`src/rtl/toggle_counter.sv`:
```
// toggle_counter: WIDTH-bit hold / toggle / up-down count / load register.
// Optional macro TOGGLE_COUNTER_WRAP_CNT_EN adds an 8-bit wrap event counter.
module toggle_counter #(
    parameter int             WIDTH     = 4,
    parameter logic [WIDTH-1:0] MAX_COUNT = {WIDTH{1'b1}},
    parameter bit             SATURATE  = 1'b0
) (
    input  logic             clk,
    input  logic             reset,
    input  logic             en,
    input  logic [1:0]       mode,
    input  logic             up,
    input  logic [WIDTH-1:0] t_vec,
    input  logic [WIDTH-1:0] load_val,
    output logic [WIDTH-1:0] q,
    output logic [WIDTH-1:0] q_bar,
    output logic             tc,
    output logic             wrap
`ifdef TOGGLE_COUNTER_WRAP_CNT_EN
    ,
    output logic [7:0]       wrap_cnt
`endif
);

    localparam logic [1:0] M_HOLD   = 2'b00;
    localparam logic [1:0] M_TOGGLE = 2'b01;
    localparam logic [1:0] M_COUNT  = 2'b10;
    localparam logic [1:0] M_LOAD   = 2'b11;

    localparam logic [WIDTH-1:0] ZERO = '0;
    localparam logic [WIDTH-1:0] ONE  = WIDTH'(1);

    logic [WIDTH-1:0] q_next;
    logic [WIDTH-1:0] tog;
    logic             at_max;
    logic             at_zero;
    logic             wrap_set;

    assign at_max   = (q == MAX_COUNT);
    assign at_zero  = (q == ZERO);
    assign q_bar    = ~q;
    assign tc       = (mode == M_COUNT) & ((up & at_max) | (~up & at_zero));
    assign wrap_set = en & tc;
    assign tog      = q ^ t_vec;

    // Next register value for the selected mode; limits handled explicitly.
    always_comb begin
        q_next = q;
        unique case (mode)
            M_HOLD: q_next = q;
            M_TOGGLE: q_next = (tog > MAX_COUNT) ? MAX_COUNT : tog;
            M_COUNT: begin
                if (up) begin
                    if (!at_max)
                        q_next = q + ONE;
                    else
                        q_next = SATURATE ? q : ZERO;
                end else begin
                    if (!at_zero)
                        q_next = q - ONE;
                    else
                        q_next = SATURATE ? q : MAX_COUNT;
                end
            end
            M_LOAD: q_next = (load_val > MAX_COUNT) ? MAX_COUNT : load_val;
        endcase
    end

    // State register and one-cycle limit-event pulse.
    always_ff @(posedge clk) begin
        if (reset) begin
            q    <= ZERO;
            wrap <= 1'b0;
        end else begin
            if (en)
                q <= q_next;
            wrap <= wrap_set;
        end
    end

`ifdef TOGGLE_COUNTER_WRAP_CNT_EN
    // Free-running count of limit events, wraps at 255.
    always_ff @(posedge clk) begin
        if (reset)
            wrap_cnt <= 8'd0;
        else if (wrap_set)
            wrap_cnt <= wrap_cnt + 8'd1;
    end
`endif

endmodule

```
`config.mk`:
```
export PLATFORM = sky130hd
export DESIGN_NAME = toggle_counter
export DESIGN_NICKNAME = d
export VERILOG_FILES = /design/src/rtl/toggle_counter.sv
export SDC_FILE = /design/constraint.sdc
export NUM_CORES = 1
export LEC_CHECK = 0
export CORE_AREA = 2 2 40 42
export DETAILED_ROUTE_END_ITERATION = 10
export DIE_AREA = 0 0 42 44
export PLACE_DENSITY = 0.72
export SLEW_MARGIN = 0
export SYNTH_ARGS = -nofsm -noshare
export SYNTH_HDL_FRONTEND = slang
export SYNTH_SLANG_ARGS = --single-unit
```
`constraint.sdc`:
```
create_clock -name clk -period 1.8 [get_ports clk]
set_input_delay 0.27 -clock clk [delete_from_list [all_inputs] [get_ports clk]]
set_output_delay 0.27 -clock clk [all_outputs]
set_load 0.03 [all_outputs]
```
==> flow_summary_export.csv, run 1 <==
group,metric,value,unit
timing,worst_pin_slew,0.320,ns
yosys,syn_area_per_cell,7.77,µm²
floorplan,die_w,42,µm
power_and_ir_drop,power,506,µW
status,status,"finished with violations",
grt,track_usage,17.7,%
clocking,cts_sinks,5,
yosys,ys_ff_latch,5,
timing,drv_slew,0,
timing,holdWs,0.593,ns
yosys,syn-cell-area,513,µm²
worst_setup_path,critPathRequiredTime,1.53,ns
hold_path,hold_class,"flip-flop to flip-flop",
route,wl_per_cell,12.5,µm
grt,antenna_found_initial,0,
place,placed_cell_area,803,µm²
place,dp_slack,0.00124,ns
worst_setup_path,crit_fanout,3,
clocking,clk_latency,0.25,ns
layout,drive_gt1_share,32.7,%
hold_path,min-delay-start,"q[2]",
grt,grt_pass1_wl,2440,µm
timing,fin_ws,-0.0385,ns
timing,finalSetupTns,-0.0385,ns
floorplan,dieArea,0.00185,mm²
yosys,yosysTopAreaCell,"dfxtp_1",
timing,period_needed,1.84,ns
yosys,ys_async_sr_fraction,0,%
route,vias_per_cell,5.16,
timing,hold_viol_final,0,
grt,grt_start_max_net_pins,10,
place,dp.cells,105,
status,violations,"setup timing",
timing,min_period_over_period,102,%
run,drv_cap,0,
layout,fin_util,63.8,%
layout,layout.cells.non_filler,117,
place,io_buffers,23,
worst_setup_path,r2r_start,"q[0]",
route,drc,0,
yosys,ys.flop_type,"dfxtp_1",
yosys,yosys-top-cells-area,"dfxtp_1, nor2_1, xnor2_1",
power_and_ir_drop,p_leak,0.387,nW
clocking,cts_tree,"done",
route,antenna_left,0,
clocking,cts_buffer_depth,2,
worst_setup_path,crit_start,"q[0]",
worst_setup_path,startpoint_type,"flip-flop",
layout,areaGrowthSynthToFinish,76.3,%
yosys,synth_most_common_cell,"nor2_1",
route,firstDrtPassIters,4,
grt,grtUsageMet1,20.0,%
clocking,cts_root_buf,"clkbuf_4",
power_and_ir_drop,powerDensity,559,mW/mm²
layout,antenna_cells,0,
timing,max_freq,544,MHz
grt,use_met2,31.3,%
route,vias,604,
timing,clock_skew,0.000161,ns
place,gp_congestion,0.858,
grt,overflow,0,
floorplan,row_count,14,
timing,slew_headroom,78.6,%
route,wl,1460,µm
yosys,synth.top_cells.by_count,"nor2_1, dfxtp_1, nand2_1, inv_1",
clocking,postCtsHoldBufs,0,
layout,fin_nets,118,
route,first_iter_violations,5,
clocking,htreeDepth,1,
yosys,syn_inst,66,
yosys,synth_top_cell_area_share,19.5,%
clocking,clkTransAtPathRegs,0.04,ns
clocking,cts_buffers,3,
yosys,syn_nets,82,
power_and_ir_drop,ir_worst_vdd,0.200,mV
grt,grt-busiest-layer,"met2",
grt,met3_usage,3.75,%
timing,rsz0062_at_grt,"yes",
yosys,synth.yosys.warnings,0,
yosys,seq_area_frac_synth,19.5,%
floorplan,start_util,36.2,%
timing,setup_violations,1,
worst_setup_path,endpoint_kind,"primary output",
worst_setup_path,path_class,"flip-flop to primary output",
yosys,synth-edff-count,0,
place,place_hpwl,1060,µm
floorplan,core_area,0.00142,mm²
grt,grt_pass1_vias,589,
worst_setup_path,arrival,1.57,ns
yosys,synth.distinct_cells,36,
floorplan,fp.dieH,44,µm
layout,fin_area,905,µm²
floorplan,ios,24,
==> path summary, 6_finish.rpt <==
kind | cells past startpoint | slack (ns) | endpoint
worst min register to register | 2 | 0.59 | q[2]
worst min-delay path | 2 | 0.59 | q[2]
worst max register to register | 7 | 0.13 | q[0]
worst max-delay path | 6 | -0.04 | tc
==> kinds of logic after synthesis <==
| group | Yosys count | synth area share, % |
|---|---|---|
| AND/OR/NAND/NOR | 22 | 24.9 |
| flip-flops | 5 | 19.5 |
| AO/OA/AOI/OAI | 22 | 31.0 |
| buffers and inverters | 10 | 10.7 |
| adder cells (fa/ha/maj) | 2 | 4.88 |
| multiplexers | 1 | 2.19 |
| XOR/XNOR | 4 | 6.83 |
==> registers in the layout, indices dropped and copies added, names as in the netlist <==
| signal | count |
|---|---|
| q | 4 |
| wrap | 1 |
==> worst max-delay path: stages, from the launching register on <==
cell	delay, ns
dfxtp_4	0.35
buf_4	0.14
ha_1	0.22
and3_2	0.23
a21oi_2	0.21
nor2_4	0.04
buf_6	0.13
==> where the power goes <==
| part | internal (mW) | leakage, nW | total (mW) | switching [mW] |
|---|---|---|---|---|
| combinational | 0.128 | 0.329 | 0.241 | 0.114 |
| clock | 0.0841 | 0.0150 | 0.135 | 0.0506 |
| sequential | 0.119 | 0.0428 | 0.130 | 0.0110 |
==> per-layer routing <==
layer | part of all wire [%] | vias up
met5 | 0 | -
met4 | 1.8 | 0
met3 | 5.1 | 2
met2 | 49 | 28
met1 | 45 | 268
li1 | - | 306
==> cell usage in the layout (no fill, tap or decap), types with 2 or more instances in the layout <==
| master | n |
|---|---|
| buf_4 | 14 |
| a211oi_1 | 2 |
| nor2_1 | 5 |
| clkbuf_4 | 3 |
| nor2_4 | 2 |
| dfxtp_1 | 2 |
| dfxtp_4 | 2 |
| o21ai_1 | 2 |
| inv_1 | 2 |
| o21bai_1 | 2 |
| a22o_1 | 2 |
| o21ai_0 | 2 |
| a21oi_2 | 2 |
| a21oi_1 | 2 |
| xnor2_1 | 3 |
| clkdlybuf4s50_1 | 21 |
| nand2_1 | 5 |
| a31oi_1 | 2 |
==> timing repair <==
| item | 4_1_cts | 5_1_grt |
|---|---|---|
| endpoints found under the setup margin | 1 | 4 |
| pin swaps | 3 | 1 |
| buffers inserted | 8 | 0 |
| endpoints found under the hold margin | 0 | 0 |
| gates resized for setup | 3 | 2 |
==> final cells by class <==
class | count | area (µm²)
flip-flops and latches | 5 | 109
clock buffers | 4 | 26.3
multi-input cells | 51 | 389
well taps | 16 | 20.0
inverters | 4 | 21.3
fillers | 126 | 514
repair buffers | 37 | 339
No activity file was read; power rests on OpenSTA's default activity.
==> inputs of run 2 (changes only) <==
--- a/config.mk
+++ b/config.mk
@@ -8,6 +8,7 @@
 export CORE_AREA = 2 2 40 42
 export DETAILED_ROUTE_END_ITERATION = 10
 export DIE_AREA = 0 0 42 44
+export GPL_TIMING_DRIVEN = 0
 export PLACE_DENSITY = 0.72
 export SLEW_MARGIN = 0
 export SYNTH_ARGS = -nofsm -noshare
==> flow_summary_export.csv, run 2 (synthesized netlist as in run 1, its figures left out) <==
group,metric,value,unit
power_and_ir_drop,powerDensity,568,mW/mm²
route,wl,1420,µm
clocking,clk_latency,0.24,ns
clocking,cts_tree,"done",
timing,setup_violations,1,
worst_setup_path,endpoint_kind,"primary output",
layout,regMostFlops,"q",
clocking,cts_buffers,3,
layout,largest_reg_flops,4,
grt,grt_start_max_net_pins,11,
worst_setup_path,crit_family,"simple AND/OR/NAND/NOR gates",
clocking,cts_buffer_depth,2,
place,io_buffers,22,
layout,drive_gt1_share,30.5,%
grt,track_usage,16.0,%
route,vias_per_cell,5.40,
layout,fin_nets,112,
layout,mostFrequentLayoutCell,"clkdlybuf4s50_1",
grt,antenna_found_initial,0,
timing,max_freq,515,MHz
timing,period_needed,1.94,ns
run,drv_cap,0,
status,violations,"setup timing",
worst_setup_path,worstPathBufferInverterCount,3,
floorplan,fp.dieH,44,µm
layout,largestRegisters,"q (4), wrap (1)",
place,dp_slack,-0.625,ns
route,vias,599,
worst_setup_path,crit_fanout,8,
worst_setup_path,cpMaxStageDelayCell,"or3b_4",
timing,holdWs,0.469,ns
timing,fin_ws,-0.140,ns
floorplan,row_count,14,
floorplan,core_area,0.00142,mm²
clocking,htreeDepth,1,
route,firstDrtPassIters,4,
layout,antenna_cells,0,
power_and_ir_drop,ir_worst_vdd,0.199,mV
layout,layout.cells.non_filler,111,
hold_path,hold_class,"primary input to flip-flop",
clocking,clkTransAtPathRegs,0.04,ns
layout,most-common-layout-cells,"clkdlybuf4s50_1, buf_4, nand2_1, nor2_1",
floorplan,dieArea,0.00185,mm²
power_and_ir_drop,power,491,µW
clocking,cts_root_buf,"clkbuf_4",
place,place_hpwl,1010,µm
grt,overflow,0,
power_and_ir_drop,p_leak,0.347,nW
worst_setup_path,arrival,1.67,ns
place,dp.cells,104,
floorplan,start_util,36.2,%
clocking,postCtsHoldBufs,0,
worst_setup_path,startpoint_type,"flip-flop",
layout,fin_area,865,µm²
route,wl_per_cell,12.8,µm
route,drc,0,
clocking,cts_sinks,5,
timing,drv_slew,0,
timing,clock_skew,0.00269,ns
floorplan,ios,24,
status,status,"finished with violations",
layout,nFillCells,133,
timing,slew_headroom,79.1,%
worst_setup_path,critPathRequiredTime,1.53,ns
worst_setup_path,path_class,"flip-flop to primary output",
timing,worst_pin_slew,0.313,ns
grt,grt_pass1_vias,533,
grt,grt_pass1_wl,2260,µm
timing,min_period_over_period,108,%
timing,rsz0062_at_grt,"yes",
worst_setup_path,slowest_delay,0.38,ns
floorplan,die_w,42,µm
layout,areaGrowthSynthToFinish,68.5,%
timing,hold_viol_final,0,
route,first_iter_violations,10,
route,antenna_left,0,
place,placed_cell_area,798,µm²
place,gp_congestion,0.775,
worst_setup_path,crit_chain,"clkbuf_8 -> inv_4 -> ha_4 -> or3b_4 -> nor2_2 -> a21oi_2 -> nor2_4 -> buf_6",
[run 2: worst paths after layout]
check | from | slack (ns) | endpoint | cells past startpoint
worst min register to register | q[2] | 0.67 | q[2] | 3
worst min-delay path | mode[0] | 0.47 | q[1] | 4
worst max-delay path | q[1] | -0.14 | tc | 8
worst max register to register | q[1] | 0.07 | wrap | 8
[run 2: where the power goes]
part	total (mW)	internal [mW]	switching, mW
Clock	0.128	0.0837	0.0441
Combinational	0.239	0.120	0.118
Sequential	0.124	0.119	0.00547
[run 2: metal layers]
| layer | up-vias | GRT usage [%] | part of all wire (%) |
|---|---|---|---|
| li1 | 294 | - | - |
| met1 | 274 | 19.4 | 43 |
| met2 | 29 | 27.8 | 51 |
| met3 | 2 | 1.25 | 5.6 |
| met4 | 0 | 9.68 | 0.98 |
| met5 | - | 0 | 0 |
[run 2: per-stage QoR]
stage	TNS, ns	util [%]
4_1_cts	-0.167	60.5
2_1_floorplan	-0.0123	-
6_report	-0.140	60.9
3_3_place_gp	-0.631	56.3
5_1_grt	-0.195	60.9
3_5_place_dp	-0.644	56.3
[run 2: worst reg2reg max path, delay by kind of cell (launching register included)]
family / cells / cell delay, ns
buffers and inverters: 3 / 0.38
adder cells (fa/ha/maj): 1 / 0.13
flip-flops: 1 / 0.32
AO/OA/AOI/OAI: 1 / 0.06
AND/OR/NAND/NOR: 3 / 0.74
[run 2: cell type report]
class | count | area (µm²) | share of cell area, %
Multi-Input combinational cell | 51 | 390 | 45.2
Timing Repair Buffer | 25 | 241 | 27.9
Sequential cell | 5 | 105 | 12.2
Buffer | 6 | 60.1 | 6.95
Clock buffer | 4 | 26.3 | 3.04
Inverter | 4 | 21.3 | 2.46
Tap cell | 16 | 20.0 | 2.32
[run 2: repair_timing]
| item | in CTS | in global routing |
|---|---|---|
| endpoints found under the setup margin | 1 | 2 |
| resized for setup | 11 | 1 |
| pin swaps | 2 | 1 |
| setup buffers | 3 | 0 |
